### src/rtl/seq_feed_pkg.sv
// Shared types and defaults for the serial-detector feed controller.
// Holds the FSM state encoding and the parameter defaults used by all blocks.
package seq_feed_pkg;

  typedef enum logic [2:0] {
    IDLE  = 3'd0,
    LOAD  = 3'd1,
    SHIFT = 3'd2,
    DRAIN = 3'd3,
    DONE  = 3'd4
  } state_t;

  localparam int   DEF_WIDTH      = 8;
  localparam int   DEF_CNT_W      = 4;
  localparam logic DEF_IDLE_LEVEL = 1'b1;

endpackage

### src/rtl/seq_feed_shift.sv
// Parallel-load, MSB-first shift register with bit index and last-bit flag.
// Load or shift takes effect on the next edge; no backpressure, driven by the FSM.
module seq_feed_shift
  import seq_feed_pkg::*;
#(
  parameter int WIDTH = DEF_WIDTH
) (
  input  logic             clk,
  input  logic             rst,
  input  logic             load,
  input  logic             shift,
  input  logic [WIDTH-1:0] pattern,
  output logic             msb,
  output logic             last_bit
);

  localparam int IDX_W = (WIDTH > 1) ? $clog2(WIDTH) : 1;

  logic [WIDTH-1:0] sreg;
  logic [IDX_W-1:0] idx;

  always_ff @(posedge clk or negedge rst) begin
    if (!rst) begin
      sreg <= '0;
      idx  <= '0;
    end else if (load) begin
      sreg <= pattern;
      idx  <= '0;
    end else if (shift) begin
      sreg <= {sreg[WIDTH-2:0], 1'b0};
      idx  <= idx + IDX_W'(1);
    end
  end

  assign msb      = sreg[WIDTH-1];
  assign last_bit = (idx == IDX_W'(WIDTH - 1));

endmodule

### src/rtl/seq_feed_ctrl.sv
// Feeds a test word MSB-first into a Moore sequence detector and counts its hits.
// done pulses WIDTH+2 edges after start is accepted; start is ignored while busy. Option: SEQ_FEED_HITMAP_EN.
module seq_feed_ctrl
  import seq_feed_pkg::*;
#(
  parameter int   WIDTH      = DEF_WIDTH,
  parameter int   CNT_W      = DEF_CNT_W,
  parameter logic IDLE_LEVEL = DEF_IDLE_LEVEL
) (
  input  logic             clk,
  input  logic             rst,
  input  logic             start,
  input  logic [WIDTH-1:0] pattern,
  output logic             det_in,
  output logic             det_rst,
  input  logic             det_out,
  output logic             busy,
  output logic             done,
  output logic [CNT_W-1:0] hit_count
`ifdef SEQ_FEED_HITMAP_EN
  ,
  output logic [WIDTH-1:0] hit_map
`endif
);

  state_t state;
  logic   cnt_en;
  logic   accept;
  logic   sh_msb;
  logic   last_bit;

  assign accept = (state == IDLE) && start;

  seq_feed_shift #(.WIDTH(WIDTH)) u_shift (
    .clk      (clk),
    .rst      (rst),
    .load     (accept),
    .shift    (state == SHIFT),
    .pattern  (pattern),
    .msb      (sh_msb),
    .last_bit (last_bit)
  );

  assign det_in = (state == SHIFT) ? sh_msb : IDLE_LEVEL;

  // Outputs are registered for the state being entered.
  always_ff @(posedge clk or negedge rst) begin
    if (!rst) begin
      state   <= IDLE;
      det_rst <= 1'b0;
      busy    <= 1'b0;
      done    <= 1'b0;
    end else begin
      case (state)
        IDLE: begin
          det_rst <= 1'b1;
          if (start) begin
            state   <= LOAD;
            det_rst <= 1'b0;
            busy    <= 1'b1;
          end
        end
        LOAD: begin
          state   <= SHIFT;
          det_rst <= 1'b1;
        end
        SHIFT: begin
          if (last_bit) state <= DRAIN;
        end
        DRAIN: begin
          state <= DONE;
          done  <= 1'b1;
        end
        DONE: begin
          state <= IDLE;
          done  <= 1'b0;
          busy  <= 1'b0;
        end
        default: begin
          state   <= IDLE;
          det_rst <= 1'b1;
          busy    <= 1'b0;
          done    <= 1'b0;
        end
      endcase
    end
  end

  // cnt_en lags SHIFT by one cycle to match the detector's output latency.
  always_ff @(posedge clk or negedge rst) begin
    if (!rst) begin
      cnt_en    <= 1'b0;
      hit_count <= '0;
    end else begin
      cnt_en <= (state == SHIFT);
      if (accept) begin
        hit_count <= '0;
      end else if (cnt_en && det_out && (hit_count != '1)) begin
        hit_count <= hit_count + CNT_W'(1);
      end
    end
  end

`ifdef SEQ_FEED_HITMAP_EN
  // One shift per counting cycle lands bit k's hit at position WIDTH-1-k.
  always_ff @(posedge clk or negedge rst) begin
    if (!rst) begin
      hit_map <= '0;
    end else if (accept) begin
      hit_map <= '0;
    end else if (cnt_en) begin
      hit_map <= {hit_map[WIDTH-2:0], det_out};
    end
  end
`endif

endmodule

### config.mk
export PLATFORM = sky130hd
export DESIGN_NAME = seq_feed_ctrl
export DESIGN_NICKNAME = d
export VERILOG_FILES = /design/src/rtl/seq_feed_pkg.sv /design/src/rtl/seq_feed_shift.sv /design/src/rtl/seq_feed_ctrl.sv
export SDC_FILE = /design/constraint.sdc
export NUM_CORES = 1
export LEC_CHECK = 0
export ABC_AREA = 1
export BUFFER_PORTS_ARGS = -buffer_cell sky130_fd_sc_hd__buf_2
export CAP_MARGIN = 20
export CORE_MARGIN = 5
export CORE_UTILIZATION = 50
export CTS_CLUSTER_SIZE = 14
export DETAILED_ROUTE_END_ITERATION = 8
export PLACE_DENSITY = 0.73
export SYNTH_ARGS = -nofsm -noshare
export SYNTH_HDL_FRONTEND = slang
export SYNTH_SLANG_ARGS = --single-unit
### constraint.sdc
create_clock -name clk -period 2.3 [get_ports clk]
set_input_delay 0.345 -clock clk [delete_from_list [all_inputs] [get_ports clk]]
set_output_delay 0.345 -clock clk [all_outputs]
set_load 0.05 [all_outputs]
# Word-level counts from Yosys, hierarchy flattened

Index checks and enable logic that the tools add are counted.

Bits of input ports: 12
Output and inout bits: 8
Flip-flop bits (word level): 22
Word-level logic and storage cells: 45

Reductions and logical operators: 11
Equal/unequal tests: 8
Bitwise logic cells: 1
Add/sub/neg operators: 2
Multiplexer cells: 15

Operator list:

| kind                  | count |
|---|---|
| $mux W8               | 2 |
| $mux W3               | 4 |
| $pmux W3 S4           | 1 |
| $reduce_or A3 Y1      | 3 |
| $mux W4               | 2 |
| $eq A3 B2 Y1 const B  | 2 |
| $eq A3 B3 Y1 const B  | 2 |
| $pmux W1 S2           | 3 |
| $add A4 B1 Y4 const B | 1 |
| $ne A2 B2 Y1 const B  | 2 |
| $ne A4 B4 Y1 const B  | 1 |
| $reduce_and A2 Y1     | 2 |
| $reduce_bool A2 Y1    | 2 |
| $add A3 B1 Y3 const B | 1 |
| $eq A3 B1 Y1 const B  | 1 |
| $logic_and A1 B1 Y1   | 3 |
| $logic_not A3 Y1      | 1 |
| $mux W1               | 3 |
| $not A1 Y1            | 1 |

# Depth between registers and ports, before layout

Gate-level depths: netlist of run 1.

Depth after elaboration: 4
Gate-level depth with buffers: 7

# Hierarchy

A second synthesis of run 1 with hierarchy kept.

Cells, all modules: 119
Area, all modules: 1044.8 um^2

Modules (own cells, without submodules):

| module         | cells an instance | times used | area an instance (um^2) | seq. area each (um^2) |
|---|---|---|---|---|
| seq_feed_ctrl  | 61                | 1          | 528.0                   | 275.3 |
| seq_feed_shift | 58                | 1          | 516.7                   | 275.3 |

# Worst setup path after synthesis of run 1

OpenSTA, ideal clock, no wires.

Kind: flip-flop to output port
From: register state[2]
To: output det_in
Path slack: 843 ps
Data required time: 1955 ps
Cell stages (with the launch flop): 4
Arrival time: 1112 ps
Cells stage by stage: dfrtp_1 > nor2_4 > nand2_2 > or2_1

Longest elaborated chain between the ends: 2

Ends and longest elaborated chain:

| item                   | RTL line            | text |
|---|---|---|
| start, declared        | seq_feed_ctrl.sv:26 | `state_t state;` |
| start signal, assigned | seq_feed_ctrl.sv:49 | `state <= IDLE;` |
| start signal, assigned | seq_feed_ctrl.sv:58 | `state <= LOAD;` |
| start signal, assigned | seq_feed_ctrl.sv:64 | `state <= SHIFT;` |
| $eq A3 B2 Y1           | seq_feed_ctrl.sv:44 | `assign det_in = (state == SHIFT) ? sh_msb : IDLE_LEVEL;` |
| $mux W1                | seq_feed_ctrl.sv:44 |  |
| end, declared          | seq_feed_ctrl.sv:14 | `output logic det_in,` |

No other way between the ends.

# Final worst setup path of run 1

Same ends and word-level chain as after synthesis.

==> impl_metrics.ini, run 1 <==
[status]
status = finished, final reports clean

[detailed_routing]
wl_per_cell_um = 11.1
drt-initial-drc-count = 7
drt_pass1_iterations = 4
via_count = 811
routed_wl_um = 1840
vias_per_cell = 4.89
drc = 0
antenna_left = 0

[clock_tree]
cts_root_buffer = clkbuf_4
cts_setup_buffers = 0
insertion_delay_ps = 310
cts_sinks = 22
cts_tree = done
clk_pin_slew_ps = 120
htreeDepth = 1
numCtsBuffers = 3
clock_path_buffers = 2

[worst_setup_path]
slowest_stage = dfrtp_1
crit_type = reg -> out
path_cells = nor2_4 > nand2_2 > or2_1 > buf_2
rrSetupSlack_ps = 1070
arrival_ps = 1550
worstPathRequired_ps = 1960
cpPeakStageDelay_ps = 460
path_delay_family = simple AND/OR/NAND/NOR gates
r2r-start = hit_count[0]$_DFFE_PN0P_
start_kind = register
critPathMaxFanout = 5
r2r_end = hit_count[1]$_DFFE_PN0P_
cp_num_buf_inv = 1
end_kind = primary output
r2r_cells = 6

[logic_synthesis]
avgSynthCellArea_um2 = 8.75
synth_largest_area_cell = dfrtp_1
synth-simple-area-share_pct = 31.8
synthAdderAreaFrac_pct = 3.70
synth_edf_count = 0
synth_commonest_cells = nand2_1, dfrtp_1, nand3_1
ys_top_cells_by_area = dfrtp_1, nand2_1, nand3_1
synth_compound_area_share_pct = 4.69
yosys_warnings = 0
muxShareOfSynthArea_pct = 0
synth_most_common_cell = nand2_1
synth-seq-cells = 22
synth_fp_nets = 131
synth-xor-area-share_pct = 0
syn-instance-count = 116
netlist_area_mm2 = 0.00101
yosysTopAreaCellShare_pct = 54.3
yosysSeqAreaShare_pct = 54.3
ys.flop_type = dfrtp_1
synth_top_family_by_area = simple AND/OR/NAND/NOR gates
synth_async_sr_flop_share_pct = 100
synth.distinct_cells = 22

[timing]
skew_ps = 3.43
setup_ws_ps = 401
slew_headroom_pct = 68.7
timing_hold_violations_final = 0
setup_violations = 0
rsz0062_at_grt = no
worst_slew_pin_slew_ps = 470
max_freq_ghz = 0.526
maxSlewViolCount = 0
post-route-min-period_ps = 1900
fin_crit_sh_pct = 82.6
setup_tns_ps = 0

[floorplanning]
die_w_um = 55.1
io-pin-count = 20
die_h_um = 55.1
initial_core_util_pct = 52.3
rows = 16
core_mm2 = 0.00194
die_area_mm2 = 0.00303

[power]
powerDensity_mw_per_mm2 = 1310
p_leak_nw = 0.642
vdd_ir_drop_max_uv = 753

[cells_and_area]
diodes = 0
nNetsFinal = 155
syn_to_final_growth_pct = 16.2
fin_area_mm2 = 0.00118
ff_latch_area_um2 = 551
fill_cells = 190
fin_cells = 166
drive_above_1_share_pct = 23.0
multi_input_area_um2 = 408

[min_path]
hold_class = in -> reg
hold_depth = 3
holdPathEnd = u_shift.sreg[2]$_DFFE_PN0P_
hp-start = pattern[2]

[place]
portBuffers = 19
placed_cell_area_mm2 = 0.00113
gp_congestion = 0.720
place_inst = 161
dp_hpwl_um = 1370
dp_slack_ps = 776

[job]
maxCapViolCount = 0

[global_routing]
first_global_vias = 766
antenna_found_initial = 0
overflow = 0
grt_pass1_wl_um = 3220
grt_usage_pct = 15.3
grt_max_degree = 23
[sequential cells by signal, indices dropped and copies added, names as in the netlist]
name and count:
done 1, cnt_en 1, u_shift.idx 3, u_shift.sreg 8, state 3, det_rst 1, hit_count 4, busy 1
[cells in the final DEF, fill, tap and decap left out, types with 2 or more instances in the layout]
cell type	n
nand2_1	47
dfrtp_1	22
buf_2	19
nand3_1	12
inv_1	7
nor2_1	7
ha_1	3
clkbuf_4	3
nand4_1	2
o21ai_1	2
[worst reg2reg max path, stage by stage (launching register included)]
cell and delay [ps]:
dfrtp_1 450, ha_1 240, nand3_1 70, nand2_1 100
inv_1 120, nand2_1 80, a21oi_2 120
[per-stage QoR]
| step | total power [mW] | utilization, % | hold WS [ps] |
|---|---|---|---|
| floorplan | 1.20 | - | 49.4 |
| global placement | 1.32 | 58.3 | 331 |
| detailed placement | 1.34 | 58.3 | 339 |
| CTS | 1.56 | 60.7 | 229 |
| global route | 1.68 | 60.7 | 221 |
| finish | 1.54 | 60.7 | 225 |
[cell type report]
class | count | share of cell area [%]
Timing Repair Buffer | 20 | 8.92
Multi-Input combinational cell | 83 | 34.6
Clock buffer | 4 | 3.08
Tap cell | 27 | 2.87
Inverter | 10 | 3.82
Sequential cell | 22 | 46.7
[cells by family (layout without fill, tap and decap cells)]
logic type | Yosys count | in the layout
buffers and inverters | 11 | 34
DFF | 22 | 22
and+or+nand+nor | 73 | 73
adders and majority gates | 3 | 3
AOI/OAI and AO/OA | 7 | 7
[worst max path at each step]
stage	depth (start not counted)	endpoint	startpoint
3_3_place_gp	4	det_in	state[2]$_DFFE_PN0P_
5_1_grt	4	det_in	state[2]$_DFFE_PN0P_
2_1_floorplan	3	det_in	state[2]$_DFFE_PN0P_
4_1_cts	4	det_in	state[2]$_DFFE_PN0P_
3_5_place_dp	4	det_in	state[2]$_DFFE_PN0P_
6_report	4	det_in	state[2]$_DFFE_PN0P_
[per-layer routing]
layer	up-vias	part of all wire, %	global-route usage, %
met3	5	5.2	2.41
met5	-	0	0
met4	0	2.4	8.50
met1	374	45	19.3
met2	16	47	25.0
li1	416	-	-
[timing repair]
| item | CTS | global route |
|---|---|---|
| hold endpoints to repair | 22 | 0 |
| resized for setup | 0 | 0 |
| hold buffers | 1 | 0 |
[power by group]
group	switching, mW	internal (mW)
sequential	0.115	0.541
clock	0.120	0.0968
combinational	0.465	0.206
total	0.700	0.843
Power figures use the tool's default switching activity.
==> inputs of run 2 (changes only) <==
CORE_UTILIZATION = 47   (was 50)
PLACE_DENSITY = 0.72   (was 0.73)
clock period = 1.6 ns   (was 2.3 ns; I/O delays follow)
==> impl_metrics.ini, run 2 (synthesized netlist as in run 1, its figures left out) <==
[detailed_routing]
drt-initial-drc-count = 15
wl_per_cell_um = 11.1
via_count = 805
antenna_left = 0
vias_per_cell = 4.71
drc = 0
drt_pass1_iterations = 2
routed_wl_um = 1890

[timing]
timing_hold_violations_final = 0
setup_violations = 0
worst_slew_pin_slew_ps = 489
max_freq_ghz = 0.642
rsz0062_at_grt = yes
slew_headroom_pct = 67.4
whs_ps = 112
post-route-min-period_ps = 1560
maxSlewViolCount = 0
skew_ps = 9.68
fin_crit_sh_pct = 97.3
setup_tns_ps = 0

[clock_tree]
htreeDepth = 1
cts_tree = done
cts_root_buffer = clkbuf_4
insertion_delay_ps = 310
cts_sinks = 22
clk_pin_slew_ps = 130
clock_path_buffers = 2
numCtsBuffers = 3

[worst_setup_path]
cpPeakStageDelay_ps = 440
arrival_ps = 1320
crit_type = reg -> out
worstPathRequired_ps = 1360
slowest_stage = dfrtp_1
critPathMaxFanout = 2
end_kind = primary output
start_kind = register
path_cells = nor2_4 > nand2_4 > or2_1 > buf_6

[cells_and_area]
fin_area_mm2 = 0.00123
nNetsFinal = 160
top_regs = u_shift.sreg: 8 flops, hit_count: 4 flops
regMostFlops = u_shift.sreg
syn_to_final_growth_pct = 21.1
drive_above_1_share_pct = 26.4
largest_reg_flops = 8
diodes = 0
layout_common_cells = nand2_1, dfrtp_1, buf_2
layout_commonest_cell = nand2_1

[floorplanning]
die_h_um = 56.5
die_area_mm2 = 0.00319
io-pin-count = 20
initial_core_util_pct = 50.7
rows = 16
die_w_um = 56.5
core_mm2 = 0.00200

[global_routing]
grt_max_degree = 23
first_global_vias = 738
grt_usage_pct = 13.0
antenna_found_initial = 0
grt_pass1_wl_um = 3230
overflow = 0

[status]
status = finished, final reports clean

[power]
power_mw = 2.35
vdd_ir_drop_max_uv = 1380
powerDensity_mw_per_mm2 = 1910
p_leak_nw = 0.673

[place]
gp_congestion = 0.699
portBuffers = 19
placed_cell_area_mm2 = 0.00113
dp_hpwl_um = 1340

[job]
maxCapViolCount = 0

[min_path]
hold_class = in -> reg
run 2: changes by cell type in the layout (fill, tap and decap cells not counted):
cell     delta
dfrtp_1     -1
nand2_4     +1
buf_4       +5
dfrtp_2     +1
buf_2       -1
nand2_2     -1
buf_6       +1
run 2: worst max-delay path: cells and delay by family, from the launching register on:
kind | cells | cell delay (ps)
buffers and inverters | 1 | 150
DFF | 1 | 440
and+or+nand+nor | 3 | 420
run 2: report_power, final:
part	switching, mW	internal [mW]	total (mW)
sequential	0.163	0.779	0.942
combinational	0.705	0.387	1.09
clock	0.173	0.139	0.312
total	1.04	1.31	2.35
run 2: path summary, 6_finish.rpt:
kind / startpoint / to / slack, ps / cells after the start
hold reg to reg: state[2]$_DFFE_PN0P_ / done$_DFFE_PN0N_ / 480 / 1
min in group asynchronous: rst / u_shift.idx[2]$_DFFE_PN0P_ / 410 / 2
setup / recovery: state[0]$_DFFE_PN0P_ / det_in / 40 / 4
hold / removal: pattern[0] / u_shift.sreg[0]$_DFFE_PN0P_ / 110 / 3
max in group asynchronous: rst / state[2]$_DFFE_PN0P_ / 830 / 2
setup reg to reg: hit_count[0]$_DFFE_PN0P_ / hit_count[1]$_DFFE_PN0P_ / 340 / 6
run 2: cell type report:
class | instances | area, um^2
multi-input combinational | 83 | 413
fill | 174 | 773
sequential | 22 | 552
clock buffer | 4 | 36.3
timing repair buffer | 25 | 149
inverter | 10 | 45.0
tap | 27 | 33.8
run 2: stage by stage:
step / setup slack, ps / util [%] / instances
floorplan: 152 / - / 116
detailed placement: 196 / 56.6 / 161
finish: 42.6 / 61.4 / 171
global route: -22.7 / 61.4 / 171
CTS: 30.9 / 60.6 / 169
global placement: 211 / 56.6 / 161
run 2: repair_timing:
item / CTS / global route
hold endpoints to repair: 22 / 0
hold buffers: 1 / 0
resized for setup: 3 / 1
pin swaps: 1 / 0
gates cloned: 0 / 0
endpoints found under the setup margin: 1 / 1
setup buffers: 3 / 2
run 2: layer usage:
| layer | part of all wire (%) | GRT usage [%] | vias up |
|---|---|---|---|
| met4 | 1.7 | 7.12 | 0 |
| met2 | 45 | 20.1 | 16 |
| li1 | - | - | 426 |
| met1 | 49 | 17.0 | 361 |
| met5 | 0 | 0 | - |
| met3 | 4.4 | 2.29 | 2 |
